## config.mk

```make
export PLATFORM = sky130hd
export DESIGN_NAME = pwm_ramp_ctrl_flat
export DESIGN_NICKNAME = d
export VERILOG_FILES = /design/src/rtl/pwm_pkg.sv /design/src/rtl/pwm_ramp_ctrl_if.sv /design/src/rtl/pwm_tick_gen.sv /design/src/rtl/pwm_ramp_ctrl.sv /design/src/flat_wrapper.sv
export SDC_FILE = /design/constraint.sdc
export NUM_CORES = 1
export LEC_CHECK = 0
export ABC_CLOCK_PERIOD_IN_PS = 4100
export CAP_MARGIN = 20
export CORE_MARGIN = 1.5
export CORE_UTILIZATION = 50
export DETAILED_ROUTE_END_ITERATION = 16
export PLACE_DENSITY = 0.74
export REMOVE_ABC_BUFFERS = 1
export SETUP_SLACK_MARGIN = 0.1
export SLEW_MARGIN = 10
export SYNTH_ARGS = -nofsm -noshare
export SYNTH_HDL_FRONTEND = slang
export SYNTH_SLANG_ARGS = --single-unit
```

## constraint.sdc

```tcl
create_clock -name clk -period 4.1 [get_ports clk]
set_input_delay 1.025 -clock clk [delete_from_list [all_inputs] [get_ports clk]]
set_output_delay 1.025 -clock clk [all_outputs]
set_load 0.05 [all_outputs]
```

## src/rtl/pwm_pkg.sv

```systemverilog
// Shared PWM definitions: duty width/limit, ramp FSM encoding, period helper.
package pwm_pkg;

  localparam int unsigned C_DUTY_W   = 8;
  localparam int unsigned C_DUTY_MAX = 100;

  typedef enum logic [1:0] {
    ST_IDLE = 2'd0,
    ST_RAMP = 2'd1,
    ST_DONE = 2'd2
  } ramp_state_t;

  // Latched ramp command: target duty and step size, both in percent.
  typedef struct packed {
    logic [C_DUTY_W-1:0] target;
    logic [C_DUTY_W-1:0] step;
  } ramp_cmd_t;

  // PWM period length in system clocks.
  function automatic int unsigned f_timerlim(input int unsigned clkfreq,
                                             input int unsigned pwmfreq);
    return clkfreq / pwmfreq;
  endfunction

endpackage

```

## src/rtl/pwm_ramp_ctrl_if.sv

```systemverilog
// Command port of the ramp controller: valid/ready with target duty and step.
interface pwm_ramp_ctrl_if
  import pwm_pkg::*;
();

  logic                cmd_valid;
  logic                cmd_ready;
  logic [C_DUTY_W-1:0] cmd_duty;
  logic [C_DUTY_W-1:0] cmd_step;

  modport master (
    output cmd_valid,
    output cmd_duty,
    output cmd_step,
    input  cmd_ready
  );

  modport slave (
    input  cmd_valid,
    input  cmd_duty,
    input  cmd_step,
    output cmd_ready
  );

endinterface

```

## src/rtl/pwm_tick_gen.sv

```systemverilog
// Free-running PWM period counter plus hold counter that paces ramp steps.
module pwm_tick_gen #(
  parameter int unsigned c_period = 10,
  parameter int unsigned c_hold   = 4
) (
  input  logic clk,
  input  logic rst,
  input  logic clr,
  output logic period_o,
  output logic step_tick
);

  localparam int unsigned CNT_W  = (c_period > 1) ? $clog2(c_period) : 1;
  localparam int unsigned HOLD_W = (c_hold > 1) ? $clog2(c_hold) : 1;
  localparam logic [CNT_W-1:0]  CNT_LAST  = CNT_W'(c_period - 1);
  localparam logic [HOLD_W-1:0] HOLD_LAST = HOLD_W'(c_hold - 1);

  logic [CNT_W-1:0]  cnt_q, cnt_d;
  logic [HOLD_W-1:0] hold_q, hold_d;

  // Next counter values; pulses are registered from these so they line up with the count.
  always_comb begin
    cnt_d  = (cnt_q == CNT_LAST) ? '0 : cnt_q + CNT_W'(1);
    hold_d = hold_q;
    if (clr) begin
      hold_d = '0;
    end else if (period_o) begin
      hold_d = (hold_q == HOLD_LAST) ? '0 : hold_q + HOLD_W'(1);
    end
  end

  // Counter and pulse registers.
  always_ff @(posedge clk) begin
    if (rst) begin
      cnt_q     <= '0;
      hold_q    <= '0;
      period_o  <= 1'b0;
      step_tick <= 1'b0;
    end else begin
      cnt_q     <= cnt_d;
      hold_q    <= hold_d;
      period_o  <= (cnt_d == CNT_LAST);
      step_tick <= (cnt_d == CNT_LAST) && (hold_d == HOLD_LAST);
    end
  end

endmodule

```

## src/rtl/pwm_ramp_ctrl.sv

```systemverilog
// Soft-start/soft-stop sequencer: slews the live PWM duty toward a commanded target.
module pwm_ramp_ctrl
  import pwm_pkg::*;
#(
  parameter int unsigned c_clkfreq = 100_000_000,
  parameter int unsigned c_pwmfreq = 10000,
  parameter int unsigned c_hold    = 4
) (
  input  logic                clk,
  input  logic                rst,
  pwm_ramp_ctrl_if.slave      cmd,
  input  logic                estop,
  output logic [C_DUTY_W-1:0] duty_o,
  output logic                busy,
  output logic                done,
  output logic                period_o
);

  localparam int unsigned C_PERIOD = f_timerlim(c_clkfreq, c_pwmfreq);
  localparam logic [C_DUTY_W-1:0] DUTY_MAX = C_DUTY_W'(C_DUTY_MAX);

  ramp_state_t         state_q, state_d;
  ramp_cmd_t           cmd_q, cmd_d, cmd_in;
  logic [C_DUTY_W-1:0] duty_d, diff;
  logic                busy_d, done_d, ready_q;
  logic                accept, step_tick;

  // Commands are only taken in IDLE, never the cycle out of reset, never under estop.
  assign cmd.cmd_ready = ready_q && (state_q == ST_IDLE) && !estop;
  assign accept        = cmd.cmd_valid && cmd.cmd_ready;

  // Clamp target to full scale and promote a zero step to one.
  always_comb begin
    cmd_in.target = (cmd.cmd_duty > DUTY_MAX) ? DUTY_MAX : cmd.cmd_duty;
    cmd_in.step   = (cmd.cmd_step == '0) ? C_DUTY_W'(1) : cmd.cmd_step;
  end

  // Distance to target, compared first so the subtraction never wraps.
  assign diff = (cmd_q.target > duty_o) ? (cmd_q.target - duty_o) : (duty_o - cmd_q.target);

  pwm_tick_gen #(
    .c_period (C_PERIOD),
    .c_hold   (c_hold)
  ) u_tick (
    .clk       (clk),
    .rst       (rst),
    .clr       (accept),
    .period_o  (period_o),
    .step_tick (step_tick)
  );

  // Next state, duty and done; estop overrides everything below reset.
  always_comb begin
    state_d = state_q;
    cmd_d   = cmd_q;
    duty_d  = duty_o;
    done_d  = 1'b0;
    if (estop) begin
      state_d = ST_IDLE;
      duty_d  = '0;
    end else begin
      case (state_q)
        ST_IDLE: begin
          if (accept) begin
            cmd_d = cmd_in;
            if (cmd_in.target == duty_o) begin
              done_d = 1'b1;
            end else begin
              state_d = ST_RAMP;
            end
          end
        end
        ST_RAMP: begin
          if (step_tick) begin
            if (diff <= cmd_q.step) begin
              duty_d  = cmd_q.target;
              state_d = ST_DONE;
            end else if (cmd_q.target > duty_o) begin
              duty_d = duty_o + cmd_q.step;
            end else begin
              duty_d = duty_o - cmd_q.step;
            end
          end
        end
        ST_DONE: begin
          done_d  = 1'b1;
          state_d = ST_IDLE;
        end
        default: state_d = ST_IDLE;
      endcase
    end
    busy_d = (state_d == ST_RAMP) || (state_d == ST_DONE);
  end

  // State and output registers.
  always_ff @(posedge clk) begin
    if (rst) begin
      state_q <= ST_IDLE;
      cmd_q   <= '0;
      duty_o  <= '0;
      busy    <= 1'b0;
      done    <= 1'b0;
      ready_q <= 1'b0;
    end else begin
      state_q <= state_d;
      cmd_q   <= cmd_d;
      duty_o  <= duty_d;
      busy    <= busy_d;
      done    <= done_d;
      ready_q <= 1'b1;
    end
  end

endmodule

```

## src/flat_wrapper.sv

```systemverilog
// flat-port wrapper written by rule: the top's interface ports become plain ports
module pwm_ramp_ctrl_flat import pwm_pkg::*;
#(
  parameter int unsigned c_clkfreq = 100_000_000,
  parameter int unsigned c_pwmfreq = 10000,
  parameter int unsigned c_hold    = 4
)
  (clk, rst, estop, duty_o, busy, done, period_o, cmd_cmd_valid, cmd_cmd_duty, cmd_cmd_step, cmd_cmd_ready);
  pwm_ramp_ctrl_if cmd_i ();
  input  logic clk;
  input  logic rst;
  input  logic estop;
  output logic [C_DUTY_W-1:0] duty_o;
  output logic busy;
  output logic done;
  output logic period_o;
  input wire logic [$bits(cmd_i.cmd_valid)-1:0] cmd_cmd_valid;
  input wire logic [$bits(cmd_i.cmd_duty)-1:0] cmd_cmd_duty;
  input wire logic [$bits(cmd_i.cmd_step)-1:0] cmd_cmd_step;
  output wire logic [$bits(cmd_i.cmd_ready)-1:0] cmd_cmd_ready;
  assign cmd_i.cmd_valid = cmd_cmd_valid;
  assign cmd_i.cmd_duty = cmd_cmd_duty;
  assign cmd_i.cmd_step = cmd_cmd_step;
  assign cmd_cmd_ready = cmd_i.cmd_ready;
  pwm_ramp_ctrl #(.c_clkfreq(c_clkfreq), .c_pwmfreq(c_pwmfreq), .c_hold(c_hold)) u_core (.clk(clk), .rst(rst), .cmd(cmd_i), .estop(estop), .duty_o(duty_o), .busy(busy), .done(done), .period_o(period_o));
endmodule
```

==> metrics, run 1 <==
Clock Path Buffers 2; Final Skew 7.15 ps; largest family of logic cells by synthesized area simple AND/OR/NAND/NOR gates; Simple-Gate Fraction of Synth Area 22.7%; Buffers & Inverters on Critical Path 1; Top delay family on crit path simple AND/OR/NAND/NOR gates; number of global-route vias before repair 3078; initial antenna violation count 0; grt ovf 0; area of the die 7490 sq um; via count 3203; clk slew on worst S/H paths 90 ps; die outline width 86.5 um; internal power 0.733 mW; peak supply drop 0.000142 V; Switching Fraction 32.8%; Avg Cell Area, Syn 8.15 sq um; 1st-iter DRT viols 187; Final Critical Period 3880 ps; Worst Hold Class register to register; Die Height 86.5 um; RR Endpoint u_core.duty_o[2]; relative slew slack 53.1%; DP Cell Count 540; Max Freq 0.258 GHz; Critical Path Stages 14; Comb pwr share 30.5%; Sequential Area 945 sq um; DRC viols 0; grt peak-use layer met2; final worst path period share 94.7%; Reg2Reg Setup Slack 220 ps; Synth cell types 64; Compound-Gate Fraction of Synth Area 18.7%; slew of the pin with the lowest slew margin 701 ps; Post-Synth XOR/XNOR Area 8.29%; Startpoint Class register; P_sw 0.358 mW; final worst setup slack 218 ps; first-pass GRT wire length 14200 um; Clock Sinks 47; kind of end point of the critical path register; FF-to-FF path depth 14; Crit path arrival time 4090 ps; Final ANT Viol Nets 0; crit-path max cell delay 400 ps; Power Density 265 nW/um^2; Yosys warning total 0; Starting Density 51.6%; CP cell instances inv_1 > ha_1 > nand4_1 > or2_2 > o31ai_4 > mux2_4 > or3_1 > o211a_1 > ha_4 > nand4_1 > o21a_2 > or3_1 > a31o_2 > and2_4; register area share after synthesis 27.0%; mux cell area share after synthesis 3.95%; max-slew violations 0; most frequent cells in the layout dfxtp_1, nand2_1, a21oi_1; share of layout cells above drive strength 1 13.2%; Filler cells 596; worst endpoint required time 4310 ps; Post-synth EDFFs 0; routed wire length 8840 um; Slowest-stage cell, CP ha_1; worst setup path end u_core.duty_o[2]; routing usage on met1 29.9%; CTS tree done; status completed; GR Util met3 3.71%; Worst-Skew Late Latency 300 ps; WL/cell 16.1 um; P_leak 1.57 nW; Finish-stage setup viols 0; Synth Instances 428; largest net degree at the start of global routing 19; Synth Register Bits 47; Port Buf Inserts 31; commonest non-fill, non-tap cell in the layout dfxtp_1; Adder-Cell Fraction of Synth Area 13.9%; H-tree depth 2; CTS Buf Count 5; R2R Path Start u_core.duty_o[5]; Total GRT Usage 24.2%; pre-CTS setup slack 31.8 ps; Clock power frac 26.2%; routing usage on met2 41.4%; vias per inst 5.82; ys async rst share 0%; Synth Cell Area 3490 sq um; final net count 526; multi-input logic area 2430 sq um; top_reg_cell synth dfxtp_1; Boundary Pins 32; Hold Fails Final Rpt 0; Max-cap violations 0; Final GP Congestion 0.935; n_diodes 0; RSZ-0062 raised after global routing true; Post-Layout Cell Count 550; Seq pwr share 43.3%; Max FO, Critical Path 6; hold buffer count at cts 0; start-to-end type of the worst setup path register to register; Std-Cell Rows 30; Root Buffer clkbuf_8; Core Area 6760 sq um; beginning of the critical path u_core.duty_o[5]; Area Growth Syn to Fin 18.1%; HPWL Detailed 6850 um; Pre-antenna DRT Iters 4
-- registers in the layout, summed over array words and instances, names as in the netlist --
name                     cells
u_core.busy                  1
u_core.ready_q               1
u_core.u_tick.hold_q         2
u_core.u_tick.cnt_q         14
u_core.u_tick.step_tick      1
u_core.done                  1
u_core.state_q               2
u_core.duty_o                8
u_core.cmd_q                16
u_core.u_tick.period_o       1
-- power groups by stage --
| stage | Clock [mW] | Combinational [mW] | Sequential (mW) |
|---|---|---|---|
| 2_1_floorplan | 0 | 0.217 | 0.482 |
| 3_3_place_gp | 0 | 0.299 | 0.484 |
| 3_5_place_dp | 0 | 0.308 | 0.484 |
| 4_1_cts | 0.292 | 0.312 | 0.474 |
| 5_1_grt | 0.316 | 0.364 | 0.474 |
| 6_report | 0.286 | 0.333 | 0.473 |
-- layout make-up --
cell class | instances | share of cell area (%)
Multi-Input combinational cell | 335 | 59.0
Sequential cell | 47 | 22.9
Timing Repair Buffer | 47 | 10.5
Inverter | 33 | 3.01
Tap cell | 80 | 2.43
Clock buffer | 6 | 1.76
Clock inverter | 2 | 0.395
-- stage by stage --
step                power, mW  util (%)  hold slack, ps  area (sq um)  TNS (ps)
global placement        0.783      58.2             473          3940         0
detailed placement      0.792      58.2             475          3940         0
global route             1.15      61.0             525          4120         0
floorplan               0.699         -             443          3420     -3970
finish                   1.09      61.0             488          4120         0
CTS                      1.08      59.7             487          4040         0
-- worst reg2reg max path, stage by stage, from the launching register on --
cell	delay (ps)
dfxtp_1	330
inv_1	70
ha_1	400
nand4_1	200
or2_2	380
o31ai_4	110
mux2_4	350
or3_1	350
o211a_1	240
ha_4	270
nand4_1	100
o21a_2	260
or3_1	350
a31o_2	230
and2_4	140
-- worst min path at each step --
stage,from,slack (ps),cells after the start,to
finish,u_core.cmd_q[1],490,2,u_core.cmd_q[1]
global route,u_core.cmd_q[1],530,2,u_core.cmd_q[1]
CTS,u_core.cmd_q[1],490,2,u_core.cmd_q[1]
detailed placement,u_core.cmd_q[1],470,2,u_core.cmd_q[1]
global placement,u_core.u_tick.cnt_q[0],470,1,u_core.u_tick.cnt_q[0]
floorplan,u_core.cmd_q[12],440,2,u_core.cmd_q[12]
-- routing by layer --
| metal | part of all wire, % | up-vias |
|---|---|---|
| met5 | 0 | - |
| met4 | 3.2 | 0 |
| met3 | 4.8 | 26 |
| met2 | 48 | 92 |
| met1 | 44 | 1487 |
| li1 | - | 1598 |
-- kinds of logic after synthesis --
kind of cell,after synthesis
compound gates,97
simple gates,155
fa+ha+maj,37
buf+inv,46
mux,13
xor+xnor,33
flops,47
-- what timing repair did --
action / in CTS / in global routing
pin swaps: 1 / 3
endpoints found under the hold margin: 0 / 0
resized for setup: 2 / 19
buffers inserted: 0 / 2
setup endpoints to repair: 5 / 10
-- cells in the mapped netlist (2+ instances only) --
library cell  count  share of area [%]
and2_1            4               0.72
clkbuf_1          7               0.75
a31oi_1           4               0.72
mux2i_1           7                2.0
nand4_1           7                1.3
nor3b_1           2               0.43
nor4_1            3               0.54
nand3_1          13                1.9
and3_1            4               0.72
o21bai_1          2               0.43
mux2_2            6                1.9
nand3b_1          2               0.43
buf_4             2               0.43
nand2b_1          6                1.1
o21ai_0          14                2.0
inv_1            33                3.6
o211ai_1          4               0.86
o21a_1            2               0.43
a21oi_1          37                5.3
and4_1            2               0.50
ha_1             34                 12
o211a_1           2               0.57
nor2b_1           6                1.1
xnor2_1          24                6.0
buf_2             2               0.29
or3_1             4               0.72
nor4b_1           3               0.75
nand2_1          40                4.3
a31o_2            2               0.50
a21o_1            2               0.43
fa_1              3                1.7
xor2_1            9                2.3
nor3_1           12                1.7
dfxtp_1          47                 27
a211oi_1          7                1.5
nor2_1           34                3.7
or2_2             5               0.90
o22ai_1           3               0.54
a311oi_1          2               0.50
a21o_2            2               0.50
No activity file was read; power rests on OpenSTA's default activity.
==> run 2: changes to the inputs <==
- HOLD_SLACK_MARGIN: default -> 0.12
==> results of run 2 <==
Same layout as run 1: the final DEF is identical, and so are final timing and power.
